### config.mk
export PLATFORM = sky130hd
export DESIGN_NAME = if_fetch_unit
export DESIGN_NICKNAME = d
export VERILOG_FILES = /design/src/rtl/if_fetch_unit.sv
export SDC_FILE = /design/constraint.sdc
export NUM_CORES = 1
export LEC_CHECK = 0
export BUFFER_PORTS_ARGS = -buffer_cell sky130_fd_sc_hd__buf_2
export CAP_MARGIN = 10
export CORE_ASPECT_RATIO = 1.25
export CORE_MARGIN = 2
export CORE_UTILIZATION = 59
export DETAILED_ROUTE_END_ITERATION = 10
export PLACE_DENSITY_LB_ADDON = 0.3
export SKIP_CTS_REPAIR_TIMING = 1
export SYNTH_ARGS = -nofsm -noshare
export SYNTH_HDL_FRONTEND = slang
export SYNTH_SLANG_ARGS = --single-unit
### constraint.sdc
create_clock -name clk -period 11.5 [get_ports clk]
set_input_delay 2.3 -clock clk [delete_from_list [all_inputs] [get_ports clk]]
set_output_delay 2.3 -clock clk [all_outputs]
set_load 0.01 [all_outputs]
### src/rtl/if_fetch_unit.sv
// Instruction-fetch stage: issues in-order word requests to instruction memory,
// buffers returned words in a small in-order queue, and presents the head entry
// to decode. A taken branch/jump from EX flushes the queue, reloads the PC and
// drops responses that are still in flight from the abandoned path.
module if_fetch_unit #(
    parameter int                        REG_DATA_WIDTH = 32,
    parameter logic [REG_DATA_WIDTH-1:0] PC_RESET       = '0,
    parameter int                        FIFO_DEPTH     = 2
) (
    input  logic                      clk,
    input  logic                      rst,
    output logic                      IMEM_req,
    output logic [REG_DATA_WIDTH-1:0] IMEM_addr,
    input  logic                      IMEM_ready,
    input  logic                      IMEM_rvalid,
    input  logic [REG_DATA_WIDTH-1:0] IMEM_rdata,
    input  logic                      EX_branch_taken,
    input  logic [REG_DATA_WIDTH-1:0] EX_branch_target,
    input  logic                      ID_ready,
    output logic                      IF_valid,
    output logic [REG_DATA_WIDTH-1:0] IF_Instruction,
    output logic [REG_DATA_WIDTH-1:0] IF_PC
);

    localparam int PW = (FIFO_DEPTH > 1) ? $clog2(FIFO_DEPTH) : 1;
    localparam int CW = PW + 1;
    localparam logic [REG_DATA_WIDTH-1:0] NOP_INSTR = REG_DATA_WIDTH'(32'h0000_0013);
    localparam logic [CW-1:0]             DEPTH_C   = CW'(FIFO_DEPTH);

    typedef enum logic [1:0] {
        S_BOOT  = 2'd0,
        S_RUN   = 2'd1,
        S_DRAIN = 2'd2
    } state_t;

    state_t                      state;
    state_t                      state_n;
    logic [REG_DATA_WIDTH-1:0]   pc;
    logic [REG_DATA_WIDTH-1:0]   buf_addr [FIFO_DEPTH];
    logic [REG_DATA_WIDTH-1:0]   buf_data [FIFO_DEPTH];
    logic [FIFO_DEPTH-1:0]       buf_full;
    logic [PW-1:0]               head;
    logic [PW-1:0]               tail;
    logic [PW-1:0]               fptr;
    logic [CW-1:0]               occ;
    logic [CW-1:0]               pending;
    logic [CW-1:0]               discard;
    logic [CW-1:0]               discard_n;
    logic [CW-1:0]               discard_base;
    logic [CW-1:0]               occ_after_pop;
    logic                        redirect;
    logic                        pop_raw;
    logic                        pop;
    logic                        accept;
    logic                        fill;
    logic                        drop;
    logic [REG_DATA_WIDTH-1:0]   target_aligned;

    assign target_aligned = EX_branch_target & ~REG_DATA_WIDTH'(3);

    // Head-of-queue presentation and request/handshake decode
    always_comb begin
        IF_valid       = buf_full[head];
        IF_Instruction = buf_data[head];
        IF_PC          = buf_addr[head];
        redirect       = EX_branch_taken && (state != S_BOOT);
        pop_raw        = IF_valid && ID_ready;
        pop            = pop_raw && !redirect;
        occ_after_pop  = occ - CW'(pop_raw);
        IMEM_req       = (state == S_RUN) && !EX_branch_taken && (occ_after_pop < DEPTH_C);
        IMEM_addr      = pc;
        accept         = IMEM_req && IMEM_ready;
        fill           = IMEM_rvalid && (pending != '0);
        drop           = IMEM_rvalid && (state == S_DRAIN) && (discard != '0);
    end

    // Discard count and next FSM state; a response arriving in the redirect
    // cycle is already one of the abandoned ones, so it is taken off the count
    always_comb begin
        discard_base = (state == S_DRAIN) ? discard : pending;
        discard_n    = discard;
        state_n      = state;
        if (redirect) begin
            discard_n = discard_base - CW'(IMEM_rvalid && (discard_base != '0));
            state_n   = (discard_n != '0) ? S_DRAIN : S_RUN;
        end else begin
            case (state)
                S_BOOT:  state_n = S_RUN;
                S_RUN:   state_n = S_RUN;
                S_DRAIN: begin
                    discard_n = discard - CW'(drop);
                    state_n   = (discard_n == '0) ? S_RUN : S_DRAIN;
                end
                default: state_n = S_BOOT;
            endcase
        end
    end

    // FSM state, PC, queue pointers and occupancy counters
    always_ff @(posedge clk or posedge rst) begin
        if (rst) begin
            state   <= S_BOOT;
            pc      <= PC_RESET;
            head    <= '0;
            tail    <= '0;
            fptr    <= '0;
            occ     <= '0;
            pending <= '0;
            discard <= '0;
        end else begin
            state   <= state_n;
            discard <= discard_n;
            if (redirect) begin
                pc      <= target_aligned;
                head    <= '0;
                tail    <= '0;
                fptr    <= '0;
                occ     <= '0;
                pending <= '0;
            end else begin
                if (accept) begin
                    pc   <= pc + REG_DATA_WIDTH'(4);
                    tail <= tail + PW'(1);
                end
                if (fill) begin
                    fptr <= fptr + PW'(1);
                end
                if (pop) begin
                    head <= head + PW'(1);
                end
                occ     <= occ + CW'(accept) - CW'(pop);
                pending <= pending + CW'(accept) - CW'(fill);
            end
        end
    end

    // Queue storage: address captured at accept, word and valid flag at fill
    always_ff @(posedge clk or posedge rst) begin
        if (rst) begin
            buf_full <= '0;
            for (int unsigned i = 0; i < FIFO_DEPTH; i++) begin
                buf_addr[i] <= PC_RESET;
                buf_data[i] <= NOP_INSTR;
            end
        end else if (redirect) begin
            buf_full <= '0;
        end else begin
            if (pop) begin
                buf_full[head] <= 1'b0;
            end
            if (accept) begin
                buf_addr[tail] <= pc;
                buf_full[tail] <= 1'b0;
            end
            if (fill) begin
                buf_data[fptr] <= IMEM_rdata;
                buf_full[fptr] <= 1'b1;
            end
        end
    end

endmodule

After elaboration in Yosys (flattened, before gate mapping)
Index checks and enable logic that the tools add are counted.
{ "word_totals": {"regBits": 173, "latchBits": 0, "ramBits": 0, "romBits": 0, "in_bits": 70, "output_inout_bits": 98, "word_cells": 121, "mem_count": 0} }
{ "classes": {"n_addsub": 11, "mul": 0, "n_div": 0, "magnitude_cmp": 12, "eq_ne": 2, "n_shift": 0, "muxes": 43, "bitwise_logic": 9, "reduce_logical": 31} }
{ "ops": {"columns": ["op", "count"], "rows": [
  ["2-to-1 mux 32 bit", 10],
  ["bitwise mux 64 bit", 2],
  ["demux 32 bit (select 1 bit)", 2],
  ["adder 32 x 3 -> 32 bit, second input constant", 1],
  ["2-to-1 mux 2 bit", 14],
  ["nonzero test 2 bit", 9],
  ["logical AND 1 bit", 15],
  ["2-to-1 mux 1 bit", 11],
  ["subtractor 2 x 1 -> 2 bit", 5],
  ["greater-or-equal comparator 2 bit, second input constant", 3],
  ["less-than comparator 1 x 2 -> 1 bit, second input constant", 3],
  ["NOT 1 -> 2 bit", 3],
  ["adder 2 x 1 -> 2 bit", 2],
  ["bitwise AND 2 bit", 2],
  ["logical NOT 2 bit", 2],
  ["less-than comparator 2 x 1 -> 1 bit, second input constant", 2],
  ["NOT 2 bit", 2],
  ["case mux 2 bit (2 select lines)", 1],
  ["AND reduction 2 bit", 2],
  ["adder 1 bit, second input constant", 3],
  ["demux 1 bit (select 1 bit)", 3],
  ["greater-or-equal comparator 1 bit, second input constant", 3],
  ["equality test 2 x 1 -> 1 bit, second input constant", 1],
  ["equality test 2 bit, second input constant", 1],
  ["other kinds (5)", 6]
]} }

Longest topological paths before layout
{ "depth": {"ltp_word": 14, "ltp_mapped": 11, "ltp_nobuf": 10} }

Worst setup path before layout
Ideal clock, no wire load.
{ "synth_path": {"path_type": "input port to output port", "start": "input port EX_branch_taken", "end": "output port IMEM_req", "arrival_ns": 2.990, "slack_ns": 6.210, "path_stages": 2, "path_buffers": 0, "cell_sequence": "or3b_1 > nor3_1"} }
{ "synth_between": {"elab_chain_len": 3} }
{ "synth_lines": {"columns": ["item", "line_no", "text"], "rows": [
  ["start, declared", "17", "input logic EX_branch_taken,"],
  ["logical NOT 1 bit", "70", "IMEM_req = (state == S_RUN) && !EX_branch_taken && (occ_after_pop < DEPTH_C);"],
  ["logical AND 1 bit (2 in series)", "70", null],
  ["end, declared", "12", "output logic IMEM_req,"]
]} }
Every way passes these cells.

Worst setup path in the final report
Same ends and word-level chain as after synthesis.

==> results.txt <==
The smallest clock period supported by the final layout is computed as 5530 ps. STA classifies the critical path endpoint as a primary output. The number of setup violations in the final report is 0. By count the netlist is led by 178 x sky130_fd_sc_hd__mux2_2, 161 x sky130_fd_sc_hd__dfrtp_1, 35 x sky130_fd_sc_hd__nand2_1. Static timing analysis puts the maximum clock frequency at 0.181 GHz.

The dominant cell by count in the synthesized netlist is sky130_fd_sc_hd__mux2_2. The largest voltage drop on the vdd net is 0.149 mV. At the end of the flow, the number of nets in the layout was 882. The width of the die came out at 108 um. Clock tree synthesis selected as its root buffer the cell sky130_fd_sc_hd__clkbuf_16. In the routed design, unresolved DRC markers number 0. The initial detailed-routing violation count is 275. The mapped netlist covers 0.00802 mm^2.

The initial antenna violation count is 1. The leakage dissipation is 0.00452 uW. The number of rows created at floorplan is 47. Global routing finished with a remaining overflow of 0. The layout filler cell count is 920. The largest net degree at the start of global routing came out at 107. The layout overhead on the synthesized area came out at 19.9%. The tightest min-delay check is of the reg2reg type.

The post-detailed-placement half-perimeter wirelength came out at 12.5 mm. The worst-case clock skew is 10.5 ps. The count of TritonRoute iterations in the first routing pass came out at 5. During placement, the flow inserted port buffers numbering 161. Synthesis produced 650 cells. The flow ran to the end, and the final reports show no timing, DRC or antenna violations. The endpoint identified for the worst register-to-register timing path is buf_addr[40]. The number of hold violations in the final report came out at 0. The most used flip-flop cell after synthesis is sky130_fd_sc_hd__dfrtp_1. The count of nets left with antenna violations once routing finished came out at 0. For this configuration, the core starts out at a cell density of 0.606.

The number of instances on the worst hold path came out at 2. In the final layout, the share of cells above drive strength 1 is 0.488. The global placement routability congestion is 0.817.

In this run the worst path has a maximum fanout of 8. The fraction of registers with async set/reset came out at 1.00. The max-cap check violation count came out at 0. The total clock buffers created by CTS is 17. The share of the Yosys chip area taken by registers is 0.522.

The sum of routed wire length over all layers is 18.6 mm. The via count of the first global-routing pass is 6185. The global-route wire length before repair came out at 30.3 mm. The relative max-transition margin came out at 0.330.

The cell depth of the worst flop-to-flop path is 7. The class of the most critical setup path is in2out. The startpoint identified for the worst hold timing path is buf_addr[6]. The maximum clock path buffer count is 2. The average via count per standard cell came out at 5.91.

The part of the cycle the worst path needs came out at 0.481. The category of the worst setup path launch point is an input port. The worst register-to-register path begins at head.

After detailed routing, the average wire length per cell comes to 18.8 um. For this design the top-level I/O count stands at 168. For the pin with the worst max-slew slack, the measured transition is 1000 ps. The end point of the worst hold path is buf_addr[6]. Final hold analysis gives a worst-case slack of 490 ps. The clock sink total came out at 167. The total via count in the routed design came out at 5850. At the later pin of the worst-skew pair, clock insertion delay measures 420 ps. For the worst setup path, the data arrival time is 3230 ps. In the final timing run, aggregate negative setup slack is 0 ps. The worst reg-to-reg setup slack came out at 7370 ps. In this run, synthesis inferred 0 flip-flops with an integrated enable.

The number of pins exceeding their max-slew limit in the final report came out at 0. The library cell occupying the most area in the post-synthesis netlist is sky130_fd_sc_hd__dfrtp_1. The mean instance size in the synthesized netlist came out at 12.3 um^2. Setup repair after global routing left no endpoint under its margin. The TritonCTS clock tree is built.

The post-CTS clock slew at the launch and capture registers of the worst setup and hold paths came out at 60 ps. The Yosys step of the flow raised 0 warnings. The height of the chip came out at 134 um. Yosys attributes the largest share of cell area to sky130_fd_sc_hd__dfrtp_1 50%, sky130_fd_sc_hd__mux2_2 25%, sky130_fd_sc_hd__dfstp_2 2.0%. The area of the multi-input gates is 0.00360 mm^2. The worst path required time is 9200 ps.

The die covers 0.0145 mm^2. The total number of H-tree levels came out at 4. The combined flip-flop and latch cell area came out at 0.00419 mm^2. Across every metal layer, demand over resource in global routing totals 0.265.

The share of synthesized area in the top cell type comes to 0.503. The total power divided by cell area is 279 mW/mm^2. The number of storage elements in the synthesis netlist came out at 167. The core region area is 0.0132 mm^2. The synthesized netlist contains 59 unique library cells.
routing by layer:
metal,up-vias,wire [um],global-route usage
met5,-,0,0
met3,35,1200,0.0656
met1,2920,7210,0.315
li1,2687,-,-
met4,0,403,0.101
met2,208,9770,0.462
worst max-delay path by stage:
| stage | startpoint | to | slack (ps) | cells past startpoint |
|---|---|---|---|---|
| after floorplan | rst | IMEM_addr[10] | 4690 | 1 |
| after global placement | EX_branch_taken | IMEM_req | 5990 | 4 |
| after detailed placement | EX_branch_taken | IMEM_req | 5970 | 4 |
| after CTS | EX_branch_taken | IMEM_req | 5970 | 4 |
| after global routing | EX_branch_taken | IMEM_req | 5870 | 4 |
| final | EX_branch_taken | IMEM_req | 5970 | 4 |
cell usage in the layout, fill, tap and decap left out, drive strengths merged, types with 3 or more instances in the layout:
master	synthesis	routed
clkbuf	20	18
nand4	10	10
nor3b	3	3
xnor2	3	3
a221o	13	13
dfrtp	161	161
o211ai	5	5
a22oi	4	4
nor4	5	5
and3	7	7
bufinv	0	3
o2111ai	3	3
clkinv	0	6
nor3	14	14
conb	1	4
mux2i	3	3
nor2	21	21
o21ai	30	30
and2	4	4
inv	18	23
a21oi	11	11
xor2	4	4
dfstp	6	6
o31a	4	4
a21o	8	8
buf	18	171
mux2	179	179
nand3	23	23
or3	4	4
nand2	36	36
ha	7	7
flip-flops by register name, indices dropped and copies added (netlist names):
register,flops
buf_full,2
fptr,1
state,2
occ,2
pending,2
IMEM_addr,30
tail,1
buf_data,64
buf_addr,60
discard,2
head,1
power by group:
part | total (uW) | internal (uW) | switching [uW]
logic | 992 | 527 | 465
clock network | 598 | 354 | 244
registers | 1090 | 863 | 229
total | 2680 | 1740 | 939
area by class of cell:
type	instances	share of cell area
clock inverters	14	0.0195
diodes	1	0.000260
repair buffers	171	0.0937
inverters	18	0.00781
well taps	171	0.0223
clock buffers	18	0.0457
flip-flops and latches	167	0.436
multi-input cells	430	0.375
logic make-up (layout without fill, tap and decap cells):
family	after synthesis	in the layout	synth area share
mux	182	182	0.255
xor+xnor	7	7	0.00765
simple gates	138	138	0.0907
flops	167	167	0.522
buf+inv	56	221	0.0317
fa+ha+maj	7	7	0.0109
compound gates	92	92	0.0810
other cells	1	5	0.000468
per-stage QoR:
step | util | std cells | setup slack (ps) | area (um^2) | total power [uW]
final | 0.726 | 990 | 5970 | 9610 | 2680
after global routing | 0.726 | 989 | 5870 | 9610 | 2850
after CTS | 0.724 | 988 | 5970 | 9580 | 2700
after detailed placement | 0.677 | 956 | 5970 | 8950 | 2090
after global placement | 0.677 | 956 | 5990 | 8950 | 2020
after floorplan | - | 653 | 4690 | 8030 | 1730
worst max-delay path, cell delays in order:
cell                     delay, ps
sky130_fd_sc_hd__buf_2         140
sky130_fd_sc_hd__or3b_1        440
sky130_fd_sc_hd__nor3_1        170
sky130_fd_sc_hd__buf_2         180
Power figures use the tool's default switching activity.
